==> src/rtl/aud_pkg.sv <==
// aud_pkg: constants and state encoding shared by the audio
// recorder and the playback DSP.
package aud_pkg;

  localparam int AUD_DATA_W = 16;
  localparam int AUD_ADDR_W = 20;

  typedef enum logic [2:0] {
    ST_IDLE,
    ST_WAIT_L,
    ST_SKIP,
    ST_SHIFT,
    ST_WRITE,
    ST_PAUSE
  } aud_state_e;

endpackage

==> src/rtl/aud_rec_writer_deser.sv <==
// aud_i2s_deser: LRCK fall detect, serial data register, MSB-first
// shift register and bit counter with a last-bit word_valid pulse.
module aud_i2s_deser
  import aud_pkg::*;
#(
  parameter int DATA_W = AUD_DATA_W
) (
  input  logic              i_clk,
  input  logic              i_rst_n,
  input  logic              i_lrck,
  input  logic              i_sdata,
  input  logic              i_shift_en,
  output logic              o_lrck_fall,
  output logic [DATA_W-1:0] o_word,
  output logic              o_word_valid
);

  localparam int CNT_W = (DATA_W > 2) ? $clog2(DATA_W) : 1;

  logic              lrck_q;
  logic              sd_q;
  logic [DATA_W-1:0] sr;
  logic [CNT_W-1:0]  cnt;

  // sd_q trails the line by one edge, so the SKIP edge lands on the
  // I2S delay slot and SHIFT edges collect MSB..LSB.
  always_ff @(posedge i_clk or negedge i_rst_n) begin
    if (!i_rst_n) begin
      lrck_q <= 1'b0;
      sd_q   <= 1'b0;
      sr     <= '0;
      cnt    <= '0;
    end else begin
      lrck_q <= i_lrck;
      sd_q   <= i_sdata;
      if (i_shift_en) begin
        sr  <= o_word;
        cnt <= cnt + CNT_W'(1);
      end else begin
        cnt <= '0;
      end
    end
  end

  assign o_lrck_fall  = lrck_q & ~i_lrck;
  assign o_word       = {sr[DATA_W-2:0], sd_q};
  assign o_word_valid = i_shift_en &&
                        (cnt == CNT_W'(DATA_W - 1));

endmodule

==> src/rtl/aud_rec_writer.sv <==
// aud_rec_writer: records the I2S left channel into SRAM.
// Define AUD_REC_LEVEL_EN to add the o_level peak meter.
module aud_rec_writer
  import aud_pkg::*;
#(
  parameter int ADDR_W = AUD_ADDR_W,
  parameter int DATA_W = AUD_DATA_W,
  parameter logic [ADDR_W-1:0] MAX_ADDR = {ADDR_W{1'b1}}
) (
  input  logic              i_clk,
  input  logic              i_rst_n,
  input  logic              i_start,
  input  logic              i_pause,
  input  logic              i_stop,
  input  logic              i_adclrck,
  input  logic              i_adc_data,
  output logic [ADDR_W-1:0] o_sram_addr,
  output logic [DATA_W-1:0] o_sram_data,
  output logic              o_sram_we_n,
  output logic [ADDR_W:0]   o_rec_len,
  output logic              o_full,
  output logic              o_busy
`ifdef AUD_REC_LEVEL_EN
  ,
  output logic [DATA_W-1:0] o_level
`endif
);

  localparam logic [ADDR_W:0]   LEN_ONE  = (ADDR_W+1)'(1);
  localparam logic [ADDR_W-1:0] ADDR_ONE = ADDR_W'(1);

  aud_state_e        state;
  aud_state_e        nxt;
  logic              lrck_fall;
  logic              word_valid;
  logic              shift_en;
  logic              start_go;
  logic              write_done;
  logic              at_max;
  logic [DATA_W-1:0] word;

  assign shift_en   = (state == ST_SHIFT);
  assign at_max     = (o_sram_addr == MAX_ADDR);
  assign start_go   = (state == ST_IDLE) && (nxt == ST_WAIT_L);
  assign write_done = (state == ST_WRITE);
  assign o_busy     = (state != ST_IDLE);

  aud_i2s_deser #(
    .DATA_W (DATA_W)
  ) u_deser (
    .i_clk        (i_clk),
    .i_rst_n      (i_rst_n),
    .i_lrck       (i_adclrck),
    .i_sdata      (i_adc_data),
    .i_shift_en   (shift_en),
    .o_lrck_fall  (lrck_fall),
    .o_word       (word),
    .o_word_valid (word_valid)
  );

  always_comb begin
    nxt = state;
    unique case (state)
      ST_IDLE:   if (i_start) nxt = ST_WAIT_L;
      ST_WAIT_L: begin
        if (i_pause)        nxt = ST_PAUSE;
        else if (lrck_fall) nxt = ST_SKIP;
      end
      ST_SKIP:   nxt = ST_SHIFT;
      ST_SHIFT:  if (word_valid) nxt = ST_WRITE;
      ST_WRITE:  nxt = at_max ? ST_IDLE : ST_WAIT_L;
      ST_PAUSE:  if (!i_pause) nxt = ST_WAIT_L;
      default:   nxt = ST_IDLE;
    endcase
    // stop overrides everything and also blocks a start in IDLE
    if (i_stop) nxt = ST_IDLE;
  end

  always_ff @(posedge i_clk or negedge i_rst_n) begin
    if (!i_rst_n) begin
      state       <= ST_IDLE;
      o_sram_we_n <= 1'b1;
      o_sram_addr <= '0;
      o_sram_data <= '0;
      o_rec_len   <= '0;
      o_full      <= 1'b0;
    end else begin
      state       <= nxt;
      o_sram_we_n <= (nxt != ST_WRITE);
      if (nxt == ST_WRITE) o_sram_data <= word;
      unique case (1'b1)
        start_go: begin
          o_sram_addr <= '0;
          o_rec_len   <= '0;
          o_full      <= 1'b0;
        end
        write_done: begin
          o_rec_len <= o_rec_len + LEN_ONE;
          if (at_max) o_full <= 1'b1;
          else        o_sram_addr <= o_sram_addr + ADDR_ONE;
        end
        default: ;
      endcase
    end
  end

`ifdef AUD_REC_LEVEL_EN
  logic [DATA_W-1:0] mag;

  // only the most negative code still has its MSB set after negation
  always_comb begin
    mag = word[DATA_W-1] ? (~word + DATA_W'(1)) : word;
    if (mag[DATA_W-1]) mag = {1'b0, {(DATA_W-1){1'b1}}};
  end

  always_ff @(posedge i_clk or negedge i_rst_n) begin
    if (!i_rst_n) begin
      o_level <= '0;
    end else if (start_go) begin
      o_level <= '0;
    end else if (nxt == ST_WRITE && mag > o_level) begin
      o_level <= mag;
    end
  end
`endif

endmodule

==> config.mk <==
export PLATFORM = sky130hd
export DESIGN_NAME = aud_rec_writer
export DESIGN_NICKNAME = d
export VERILOG_FILES = /design/src/rtl/aud_pkg.sv /design/src/rtl/aud_rec_writer_deser.sv /design/src/rtl/aud_rec_writer.sv
export SDC_FILE = /design/constraint.sdc
export NUM_CORES = 1
export LEC_CHECK = 0
export CORE_MARGIN = 3
export CORE_UTILIZATION = 48
export CTS_BUF_LIST = sky130_fd_sc_hd__clkbuf_16
export DETAILED_ROUTE_END_ITERATION = 10
export PLACE_DENSITY = 0.76
export SYNTH_ARGS = -nofsm -noshare
export SYNTH_HDL_FRONTEND = slang
export SYNTH_HIERARCHICAL = 1
export SYNTH_SLANG_ARGS = --single-unit
==> constraint.sdc <==
create_clock -name i_clk -period 2.5 [get_ports i_clk]
set_input_delay 0.75 -clock i_clk [delete_from_list [all_inputs] [get_ports i_clk]]
set_output_delay 0.75 -clock i_clk [all_outputs]
set_load 0.005 [all_outputs]
==> results.sh <==
export IMPL_final_antenna_net_count=0
export IMPL_finalWeightedCongestion=0.8204
export IMPL_final_setup_skew_ps=8.306
export IMPL_globalRouteOverflowTotal=0
export IMPL_synth_fa_ha_area_share_pct=0.9416
export IMPL_tritoncts_num_sinks=83
export IMPL_drtIter0Drc=215
export IMPL_h_tree_level_count=3
export IMPL_synthCells=352
export IMPL_areaGrowthSynthToFinish_pct=27.59
export IMPL_report_final_setup_viol=0
export IMPL_clk_insertion_delay_late_ps=330
export IMPL_synth_compound_gate_area_share_pct=11.02
export IMPL_die_w_um=97.13
export IMPL_ctsResizeCount=1
export IMPL_worst_setup_path_startpoint="state[0]"
export IMPL_synth_sequential_area_ratio_pct=52.13
export IMPL_criticalPathCategory="reg -> out"
export IMPL_achievable_frequency_ghz=0.4191
export IMPL_grt_pass1_vias=2876
export IMPL_cts_repair_timing_setup_buffer_count=0
export IMPL_end_of_the_worst_register_to_register_path="o_sram_data[11]"
export IMPL_post_route_worst_setup_slack_ps=114.1
export IMPL_timing_critical_path_arrival_ps=1640
export IMPL_layoutNonFillerInstCount=530
export IMPL_start_kind="register"
export IMPL_netlist_top_cell_by_area="dfrtp_1"
export IMPL_timing_final_max_slew_violations=0
export IMPL_synthXorXnorAreaFrac_pct=3.296
export IMPL_die_y_um=97.13
export IMPL_combinational_family_with_the_most_area_after_synthesis="simple AND/OR/NAND/NOR gates"
export IMPL_cts_tree="built"
export IMPL_worstRegToRegCells=7
export IMPL_synth_cell_types=54
export IMPL_rsz0062_at_grt="false"
export IMPL_synth_simple_gate_area_share_pct=16.92
export IMPL_synth_top_cells_by_count="82 x dfrtp_1, 35 x nand2_1, 21 x nand3_1, 16 x mux2_1, 15 x mux2_4"
export IMPL_synthFlopType="dfrtp_1"
export IMPL_ys_warnings_count=6
export IMPL_placement_io_buffers=66
export IMPL_cts_hold_repair_buffers=0
export IMPL_floorplan_initialDensity_pct=50.54
export IMPL_synth_area_per_cell_um2=11.32
export IMPL_ctsRootBufferMaster="clkbuf_16"
export IMPL_regToRegSetupSlack_ps=210
export IMPL_core_area_um2=7888
export IMPL_clk_pin_slew_ps=70
export IMPL_slew_limit_headroom_pct=49.30
export IMPL_pin_count=67
export IMPL_power_density_nw_per_um2=634.7
export IMPL_route_detailed_drc=0
export IMPL_worstPathMaxFanout=10
export IMPL_pin_count_of_the_biggest_net_entering_global_routing=39
export IMPL_drive_gt1_share_pct=12.38
export IMPL_insertedDiodeCount=0
export IMPL_vdd_drop_max_mv=0.3759
export IMPL_totalWireLength_um=8381
export IMPL_final_net_count=433
export IMPL_layout_worst_path_cycle_share_pct=95.44
export IMPL_list_of_cells_traversed_by_the_critical_path="nor3_4 -> inv_1 -> clkdlybuf4s50_1"
export IMPL_floorplan_die_area_um2=9434
export IMPL_ys_async_sr_fraction_pct=100.0
export IMPL_max_cap_viol_count=0
export IMPL_yosys_area_top_type_share_pct=51.48
export IMPL_synth_enable_flop_cells=0
export IMPL_synth_top_cells_by_area="dfrtp_1 51%, mux2_4 5.6%, mux2_1 4.5%"
export IMPL_hold_slack_ps=312.8
export IMPL_num_vias=3024
export IMPL_placedCellCount=514
export IMPL_final_hold_viol_count=0
export IMPL_cts_buffers_inserted=9
export IMPL_critical_path_slowest_cell="dfrtp_1"
export IMPL_post_drt_wl_per_cell_um=15.81
export IMPL_end_kind="primary output"
export IMPL_vias_per_cell=5.706
export IMPL_reported_leakage_power_uw=0.002320
export IMPL_worst_path_largest_cell_delay_ps=520
export IMPL_synth_mux_area_share_pct=12.18
export IMPL_cts_buffer_depth=2
export IMPL_cp_data_required_time_ps=1750
export IMPL_antenna_found_initial=0
export IMPL_synth_seq_cells=83
export IMPL_post_route_cell_area_um2=5086
export IMPL_placement_rows=32
export IMPL_detailedRoute_firstPassIterationCount=4
export IMPL_filler_cell_count=636
export IMPL_min_period_ps=2386
export IMPL_yosys_cell_count_top_type="dfrtp_1"
export IMPL_post_dp_hpwl_um=5737
export IMPL_mappedNetlistArea_um2=3986
export IMPL_number_of_nets_produced_by_synthesis=362
export IMPL_combined_global_route_utilization_of_all_metal_layers_pct=18.30
export IMPL_first_pass_grt_wire_length_um=14350
export IMPL_origin_of_the_critical_flop_to_flop_path="state[0]"
export IMPL_finalCoreUtilization_pct=64.48
export IMPL_tightestPinTransition_ps=753.5
export IMPL_dpl_cell_area_um2=4783
export IMPL_min_path_type="in -> async"
export IMPL_place_ws_ps=-84.34
export IMPL_status="completed"
## power breakdown
part	leakage [uW]	internal (uW)	switching [uW]
registers	0.00114	1430	111
clock network	0.000138	701	590
logic	0.00104	230	168
total	0.00232	2360	869
## per-stage QoR
stage,power [uW],TNS [ps]
floorplan,1709,0
global placement,1945,0
detailed placement,1960,-1085
CTS,3261,0
global route,3369,0
finish,3228,0
## flip-flops by register name, summed over array words and instances (netlist names), 3 cells and up
register,flops
o_sram_data,16
state,3
u_deser/sr,15
o_rec_len,21
o_sram_addr,20
u_deser/cnt,4
## cells by family after synthesis
logic type | count (synthesis)
AOI/OAI and AO/OA | 60
xor gates and xnor gates | 15
muxes | 39
adders and majority gates | 3
DFF | 83
buffers and inverters | 26
and+or+nand+nor | 126
## area by class of cell
cell class / count / area, um^2 / area share (%)
repair buffers: 78 / 773.2 / 15.20
well taps: 102 / 127.6 / 2.509
multi-input cells: 243 / 1785 / 35.10
flip-flops and latches: 83 / 2078 / 40.86
clock buffers: 9 / 225.2 / 4.428
inverters: 8 / 30.03 / 0.5904
clock inverters: 7 / 66.31 / 1.304
## cell usage in the layout (no fill, tap or decap), drive strengths merged, types with 5 or more instances in the layout
master,instances
nor2,13
clkdlybuf4s50,65
nand3,22
clkbuf,9
xor2,11
o211ai,5
nand4,14
mux2,31
nand2,35
a21oi,7
mux2i,8
nor4,7
nor3,9
inv,13
buf,13
a31oi,6
o21ai,11
dfrtp,82
a22o,13
## worst max path at each step
stage | endpoint | slack [ps] | cells after the start
2_1_floorplan | o_sram_data[10] | 90 | 10
3_3_place_gp | o_sram_data[13] | 10 | 7
3_5_place_dp | o_sram_data[3] | -80 | 7
4_1_cts | o_busy | 80 | 3
5_1_grt | o_busy | 30 | 3
6_report | o_busy | 110 | 3
## layer usage
metal	share of wire, %	vias to the layer above	global-route usage [%]
li1	-	1438	-
met1	46	1522	25.84
met2	50	60	29.30
met3	3.4	4	3.805
met4	0.61	0	4.104
met5	0	-	0
## critical path: cells and delay by family, from the launching register on
kind / cells / cell delay [ps]
buf+inv: 2 / 530
flops: 1 / 520
simple gates: 1 / 250
Power figures use the tool's default switching activity.
